`src/rtl/fc_weight_psram_writer.sv`:
```
// Streams FC weights (paired into 32-bit writes) and per-row biases (16-bit writes)
// into PSRAM through the EF_PSRAM_CTRL_V2 command interface, once per model load.
module fc_weight_psram_writer #(
  parameter int INPUT_SIZE  = 320,
  parameter int OUTPUT_SIZE = 64,
  parameter int ACTIV_BITS  = 16
) (
  input  logic                  clk,
  input  logic                  rst_n,
  input  logic                  cfg_start,
  input  logic [23:0]           weight_base_addr,
  input  logic [23:0]           bias_base_addr,
  input  logic [ACTIV_BITS-1:0] in_data,
  input  logic                  in_valid,
  output logic                  in_ready,
  output logic [23:0]           psram_addr,
  output logic [31:0]           psram_data_i,
  output logic [2:0]            psram_size,
  output logic                  psram_start,
  output logic [7:0]            psram_cmd,
  output logic                  psram_rd_wr,
  output logic                  psram_qspi,
  output logic                  psram_qpi,
  output logic                  psram_short_cmd,
  input  logic                  psram_done,
  output logic                  busy,
  output logic                  load_done
);

  localparam int CW = $clog2(INPUT_SIZE + 1);
  localparam int RW = $clog2(OUTPUT_SIZE + 1);

  typedef enum logic [2:0] {
    IDLE,
    GET_LO,
    GET_HI,
    WR_W,
    GET_B,
    WR_B,
    FIN
  } state_t;

  state_t                state;
  logic [CW-1:0]         col;
  logic [RW-1:0]         row;
  logic [23:0]           w_addr;
  logic [23:0]           b_addr;
  logic [ACTIV_BITS-1:0] lo_word;

  assign psram_cmd       = 8'h02;
  assign psram_rd_wr     = 1'b0;
  assign psram_qspi      = 1'b0;
  assign psram_qpi       = 1'b0;
  assign psram_short_cmd = 1'b0;

  // Running addresses advance when a write is issued, so the issued address is the pre-increment value.
  always_ff @(posedge clk or negedge rst_n) begin
    if (!rst_n) begin
      state        <= IDLE;
      col          <= '0;
      row          <= '0;
      w_addr       <= '0;
      b_addr       <= '0;
      lo_word      <= '0;
      in_ready     <= 1'b0;
      psram_addr   <= '0;
      psram_data_i <= '0;
      psram_size   <= '0;
      psram_start  <= 1'b0;
      busy         <= 1'b0;
      load_done    <= 1'b0;
    end else begin
      case (state)
        IDLE: begin
          if (cfg_start) begin
            w_addr   <= weight_base_addr;
            b_addr   <= bias_base_addr;
            col      <= '0;
            row      <= '0;
            in_ready <= 1'b1;
            busy     <= 1'b1;
            state    <= GET_LO;
          end
        end
        GET_LO: begin
          if (in_valid) begin
            lo_word <= in_data;
            state   <= GET_HI;
          end
        end
        GET_HI: begin
          if (in_valid) begin
            psram_addr   <= w_addr;
            psram_data_i <= {in_data, lo_word};
            psram_size   <= 3'd4;
            psram_start  <= 1'b1;
            in_ready     <= 1'b0;
            w_addr       <= w_addr + 24'd4;
            state        <= WR_W;
          end
        end
        WR_W: begin
          if (psram_done) begin
            psram_start <= 1'b0;
            in_ready    <= 1'b1;
            col         <= col + CW'(2);
            state       <= (col == CW'(INPUT_SIZE - 2)) ? GET_B : GET_LO;
          end
        end
        GET_B: begin
          if (in_valid) begin
            psram_addr   <= b_addr;
            psram_data_i <= {{(32 - ACTIV_BITS){1'b0}}, in_data};
            psram_size   <= 3'd2;
            psram_start  <= 1'b1;
            in_ready     <= 1'b0;
            b_addr       <= b_addr + 24'd2;
            state        <= WR_B;
          end
        end
        WR_B: begin
          if (psram_done) begin
            psram_start <= 1'b0;
            col         <= '0;
            row         <= row + RW'(1);
            if (row == RW'(OUTPUT_SIZE - 1)) begin
              load_done <= 1'b1;
              state     <= FIN;
            end else begin
              in_ready <= 1'b1;
              state    <= GET_LO;
            end
          end
        end
        FIN: begin
          load_done <= 1'b0;
          busy      <= 1'b0;
          state     <= IDLE;
        end
        default: state <= IDLE;
      endcase
    end
  end

endmodule

```
`config.mk`:
```
export PLATFORM = sky130hd
export DESIGN_NAME = fc_weight_psram_writer
export DESIGN_NICKNAME = d
export VERILOG_FILES = /design/src/rtl/fc_weight_psram_writer.sv
export SDC_FILE = /design/constraint.sdc
export NUM_CORES = 1
export LEC_CHECK = 0
export BUFFER_PORTS_ARGS = -buffer_cell sky130_fd_sc_hd__buf_2
export CAP_MARGIN = 25
export CORE_MARGIN = 4
export CORE_UTILIZATION = 25
export CTS_BUF_LIST = sky130_fd_sc_hd__clkbuf_4 sky130_fd_sc_hd__clkbuf_8 sky130_fd_sc_hd__clkbuf_16
export DETAILED_ROUTE_END_ITERATION = 10
export HOLD_SLACK_MARGIN = 0.03
export MAX_ROUTING_LAYER = met4
export SETUP_SLACK_MARGIN = 0.5
export SYNTH_ARGS = -nofsm -noshare
export SYNTH_HDL_FRONTEND = slang
export SYNTH_SLANG_ARGS = --single-unit
```
`constraint.sdc`:
```
create_clock -name clk -period 1.9 [get_ports clk]
set_input_delay 0.095 -clock clk [delete_from_list [all_inputs] [get_ports clk]]
set_output_delay 0.095 -clock clk [all_outputs]
set_load 0.05 [all_outputs]
```
==> results of run 1 <==
[worst max-delay path: stages, from the launching register on]
cell	delay, ps
dfrtp_2	420
buf_6	140
buf_6	130
nor3b_4	190
buf_6	170
buf_12	120
buf_16	120
buf_12	120
a21oi_1	90
o22ai_1	270
[repair_timing]
item                                    CTS  global route
pin swaps                                26           109
buffers inserted                         49            38
hold buffers                             47             1
resized for setup                        75           187
hold endpoints to repair                219             1
endpoints found under the setup margin  143           143
cloned                                   11            16
[synthesized netlist by cell type, types with 7 or more instances]
library cell,count
o21ai_0,30
a22o_1,17
a311oi_1,7
mux2_2,17
o22ai_1,8
nand2b_1,10
a211oi_1,10
buf_2,21
o22a_1,7
o31ai_1,11
buf_4,15
nand2_1,122
or3_1,8
nand3_1,31
clkbuf_1,26
a22oi_1,38
and3_1,20
nand4_1,14
dfrtp_1,144
a21oi_1,55
nor2_1,33
inv_1,9
nor3_1,7
mux2i_1,14
[area by class of cell]
class | instances | area (um2)
timing repair buffer | 368 | 3410
antenna | 2 | 5.00
fill | 2624 | 16400
tap | 384 | 480
inverter | 9 | 33.8
sequential | 144 | 3610
clock buffer | 18 | 439
multi-input combinational | 571 | 4460
clock inverter | 14 | 204
[power by group]
group | internal, mW | leakage, nW | total (mW) | switching, mW
logic | 4.47 | 3.46 | 10.6 | 6.17
registers | 4.46 | 1.74 | 5.88 | 1.42
clock network | 2.26 | 0.309 | 3.76 | 1.50
[final timing paths]
kind | end | slack (ps)
setup / recovery | b_addr[7] | 8
hold / removal | b_addr[12] | 30
setup reg to reg | b_addr[7] | 8
hold reg to reg | psram_addr[11] | 470
max in group asynchronous | state[0] | 1080
min in group asynchronous | w_addr[12] | 160
[layer usage]
metal  track usage [%]  up-vias  part of all wire, %
li1                  -     3543                    -
met1              21.3     3925                   43
met2              24.2      297                   48
met3              2.99       84                  5.4
met4              6.23        0                  3.8
met5                 -        -                    0
[flip-flops by register name (all words and copies together) (netlist names), 2 cells and up]
register / cells
state: 3
psram_addr: 24
psram_size: 2
b_addr: 24
lo_word: 16
row: 7
psram_data_i: 32
col: 8
w_addr: 24
[cells by family after synthesis]
| logic type | after synthesis | share of synthesized area, % |
|---|---|---|
| flops | 144 | 48.4 |
| fa+ha+maj | 4 | 0.672 |
| other cells | 2 | 0.101 |
| xor+xnor | 3 | 0.353 |
| simple gates | 294 | 20.1 |
| compound gates | 221 | 20.3 |
| mux | 33 | 4.75 |
| buf+inv | 79 | 5.32 |
==> results.toml, run 1 <==
[power]
leakage_nw = 5.51
finalPower_mw = 20.3
power_density_nw_per_um2 = 1600
vdd.ir_drop.worst_mv = 0.699

[floorplanning]
start_util_pct = 25.7
fp-row-count = 62
pin_count = 144
dieArea_um2 = 32600
die_w_um = 181
die_h_um = 181
core_region_area_um2 = 29000

[hold_path]
min_path_type = "in2reg"
whs_path_depth = 3
holdCritStartpoint = "bias_base_addr[12]"

[synthesis]
synth-seq-area-share_pct = 48.4
synth_top_area_cell = "dfrtp_1"
ys_warn_count = 0
synth_top_area_share_pct = 48.4
synthFlopType = "dfrtp_1"
async_reset_ff_share_pct = 100
avgSynthCellArea_um2 = 9.55
netlist_top_cells_area = "dfrtp_1 48%, nand2_1 6.1%, a22oi_1 3.8%"
synth_edf_count = 0
ys_ff_latch = 144
synth.distinct_cells = 68
synth_area_um2 = 7450
synthCells = 780

[finish]
stdcell_area_um2 = 12600
layout-drive-gt1-share_pct = 48.2
final_core_util_pct = 43.6
final_cells = 1510
synthToLayoutAreaGrowth_pct = 69.7
most-common-layout-cells = "137 x dfrtp_1, 129 x buf_2, 95 x nand2_1, 95 x buf_4, 51 x buf_6"
nNetsFinal = 1184
layout_commonest_cell = "dfrtp_1"

[placement]
dp_hpwl_um = 16700
buffer_ports.inserted = 130
placed_area_um2 = 9190
dp.cells = 1314
post-place-ws_ps = 12.5
place.gp.congestion = 0.830

[timing]
whs_ps = 32.9
setup_slack_ps = 7.51
fin_setup_tns_ps = 0
finalCritPeriodShare_pct = 99.6
finalClockSkew_ps = 13.6
rsz0062_at_grt = "yes"
min_period_ps = 1890
hold_viol = 0
slew_violations = 0
max_freq_mhz = 528
final-setup-viol-count = 0

[routing]
avgRoutedWirePerCell_um = 19.3
drt_first_pass_iters = 5
dr_total_vias = 7849
drtIter0Drc = 631
ant_nets = 0
wl_um = 29200
avgViaCountPerCell = 5.20
drc_errors = 0

[job]
max-cap-violations = 0

[critical_path]
cp_max_fo = 7
cp_data_required_time_ps = 2220
reg2reg_from = "state[1]"
cp-start-kind = "flop"
critPathArrivalTime_ps = 2220
startpoint = "state[1]"
ff2ff_path_depth = 9
critPathCaptureType = "flop"
critPathKind = "reg2reg"

[clock_network]
cts_buffer_depth = 2
cts-root-buf = "clkbuf_16"
clock_sinks = 144
cts_max_level = 4
clock_latency_ps = 440
numCtsBuffers = 17
clk_pin_slew_ps = 70
cts_tree = "done"

[global_routing]
grt.total_usage_pct = 16.0
grt_pass1_vias = 7230
grt_pass1_wl_um = 40900
antenna_found_initial = 3
grt_max_degree = 45
grt_overflow = 0

[status]
outcome = "complete, no violations"
Power figures use the tool's default switching activity.
==> inputs of run 2 (changes only) <==
--- a/config.mk
+++ b/config.mk
@@ -7,12 +7,15 @@
 export LEC_CHECK = 0
 export BUFFER_PORTS_ARGS = -buffer_cell sky130_fd_sc_hd__buf_2
 export CAP_MARGIN = 25
+export CELL_PAD_IN_SITES_DETAIL_PLACEMENT = 0
+export CELL_PAD_IN_SITES_GLOBAL_PLACEMENT = 1
 export CORE_MARGIN = 4
 export CORE_UTILIZATION = 25
 export CTS_BUF_LIST = sky130_fd_sc_hd__clkbuf_4 sky130_fd_sc_hd__clkbuf_8 sky130_fd_sc_hd__clkbuf_16
 export DETAILED_ROUTE_END_ITERATION = 10
 export HOLD_SLACK_MARGIN = 0.03
 export MAX_ROUTING_LAYER = met4
+export PLACE_DENSITY_LB_ADDON = 0.1
 export SETUP_SLACK_MARGIN = 0.5
 export SYNTH_ARGS = -nofsm -noshare
 export SYNTH_HDL_FRONTEND = slang
==> results.toml, run 2 (synthesis results as in run 1) <==
[timing]
hold_viol = 0
fin_setup_tns_ps = 0
slew_violations = 0
finalClockSkew_ps = 10.6
max_freq_mhz = 562
setup_slack_ps = 121
finalCritPeriodShare_pct = 93.6
min_period_ps = 1780
final-setup-viol-count = 0
rsz0062_at_grt = "yes"

[critical_path]
reg2reg_from = "state[0]"
cp_data_required_time_ps = 2230
rr_endpoint = "psram_data_i[24]"
critPathKind = "reg2reg"
path_buf_inv = 4
cp_max_fo = 8
cp_top_family = "buffers and inverters"
slowest_stage = "dfrtp_2"
cp-start-kind = "flop"
path_cells = "buf_8, nor4bb_4, buf_6, buf_12, nor2_4, clkbuf_16, a22o_1"
ff2ff_path_depth = 7
r2r_slack_ps = 120
crit_path_max_incr_delay_ps = 470
critPathArrivalTime_ps = 2100
critPathCaptureType = "flop"

[routing]
ant_nets = 0
dr_total_vias = 7287
avgRoutedWirePerCell_um = 19.2
avgViaCountPerCell = 4.89
wl_um = 28600
drtIter0Drc = 361
drc_errors = 0
drt_first_pass_iters = 5

[placement]
buffer_ports.inserted = 130
dp_hpwl_um = 18000
place.gp.congestion = 0.770
placed_area_um2 = 9350
post-place-ws_ps = 38.1

[status]
outcome = "complete, no violations"

[finish]
antennaDiodeCount = 0
nNetsFinal = 1166
stdcell_area_um2 = 12200
layout-drive-gt1-share_pct = 43.6
multi_input_comb_area_um2 = 4210
regArea_um2 = 3620
layout_commonest_cell = "dfrtp_1"
synthToLayoutAreaGrowth_pct = 63.7
nFillCells = 2898
largest_reg_flops = 32
largest-register = "psram_data_i"
most-common-layout-cells = "133 x dfrtp_1, 129 x buf_2, 99 x nand2_1"

[hold_path]
hold_end = "b_addr[19]"
holdCritStartpoint = "bias_base_addr[19]"
whs_path_depth = 3
min_path_type = "in2reg"

[floorplanning]
die_w_um = 181
dieArea_um2 = 32600
die_h_um = 181
start_util_pct = 25.7
fp-row-count = 62
pin_count = 144
core_region_area_um2 = 29000

[global_routing]
grt_use_met2_pct = 25.0
grt_max_degree = 44
grt_overflow = 0
use_met3_pct = 2.68
busiest_layer = "met2"
grt.met1_usage_pct = 23.6
grt_pass1_vias = 7080
grt.total_usage_pct = 16.5
grt_pass1_wl_um = 41600
antenna_found_initial = 0

[clock_network]
cts_tree = "done"
clk_pin_slew_ps = 70
clock_sinks = 144
cts_max_level = 4
numCtsBuffers = 17
cts_buffer_depth = 2
cts-root-buf = "clkbuf_16"
clock_latency_ps = 440

[power]
leakage_nw = 5.39
finalPower_mw = 19.7
power_density_nw_per_um2 = 1620
vdd.ir_drop.worst_mv = 0.669

[job]
max-cap-violations = 0
[run 2: how the worst max path moves through the flow]
stage                     cells after the start     start                to
final                                         7  state[0]  psram_data_i[24]
after global routing                          8  state[1]          in_ready
after CTS                                     5  state[0]     psram_addr[7]
after detailed placement                      6  state[0]         w_addr[2]
after global placement                        5  state[1]         w_addr[6]
after floorplan                               5  state[0]            row[6]
[run 2: timing repair]
| action | 4_1_cts | 5_1_grt |
|---|---|---|
| endpoints found under the setup margin | 142 | 143 |
| setup buffers | 31 | 28 |
| cloned | 7 | 16 |
| endpoints found under the hold margin | 208 | 0 |
| hold buffers | 49 | 0 |
| pin swaps | 19 | 49 |
| resized for setup | 54 | 131 |
[run 2: layout make-up]
type | instances | area share, %
tap | 384 | 3.94
sequential | 144 | 29.7
inverter | 9 | 0.277
multi-input combinational | 571 | 34.5
clock inverter | 15 | 1.76
timing repair buffer | 350 | 26.4
clock buffer | 17 | 3.49
[run 2: routing by layer]
| layer | part of all wire, % | vias up |
|---|---|---|
| met2 | 47 | 156 |
| met3 | 3.3 | 19 |
| met5 | 0 | - |
| li1 | - | 3511 |
| met4 | 0.94 | 0 |
| met1 | 49 | 3601 |
[run 2: worst reg2reg max path, delay by kind of cell, from the launching register on]
kind,cells,cell delay (ps)
buffers and inverters,4,630
flip-flops,1,470
AND/OR/NAND/NOR,2,400
AO/OA/AOI/OAI,1,170
[run 2: per-stage QoR]
stage	hold slack (ps)	util, %	instances
global placement	58.6	32.2	1327
CTS	36.3	38.3	1446
global route	53.7	42.0	1490
finish	50.1	42.0	1490
detailed placement	61.6	32.2	1327
floorplan	-201	-	791
[run 2: power breakdown]
group | total, mW | switching, mW | internal, mW
clock network | 3.70 | 1.67 | 2.04
logic | 10.2 | 5.93 | 4.30
registers | 5.78 | 1.32 | 4.46
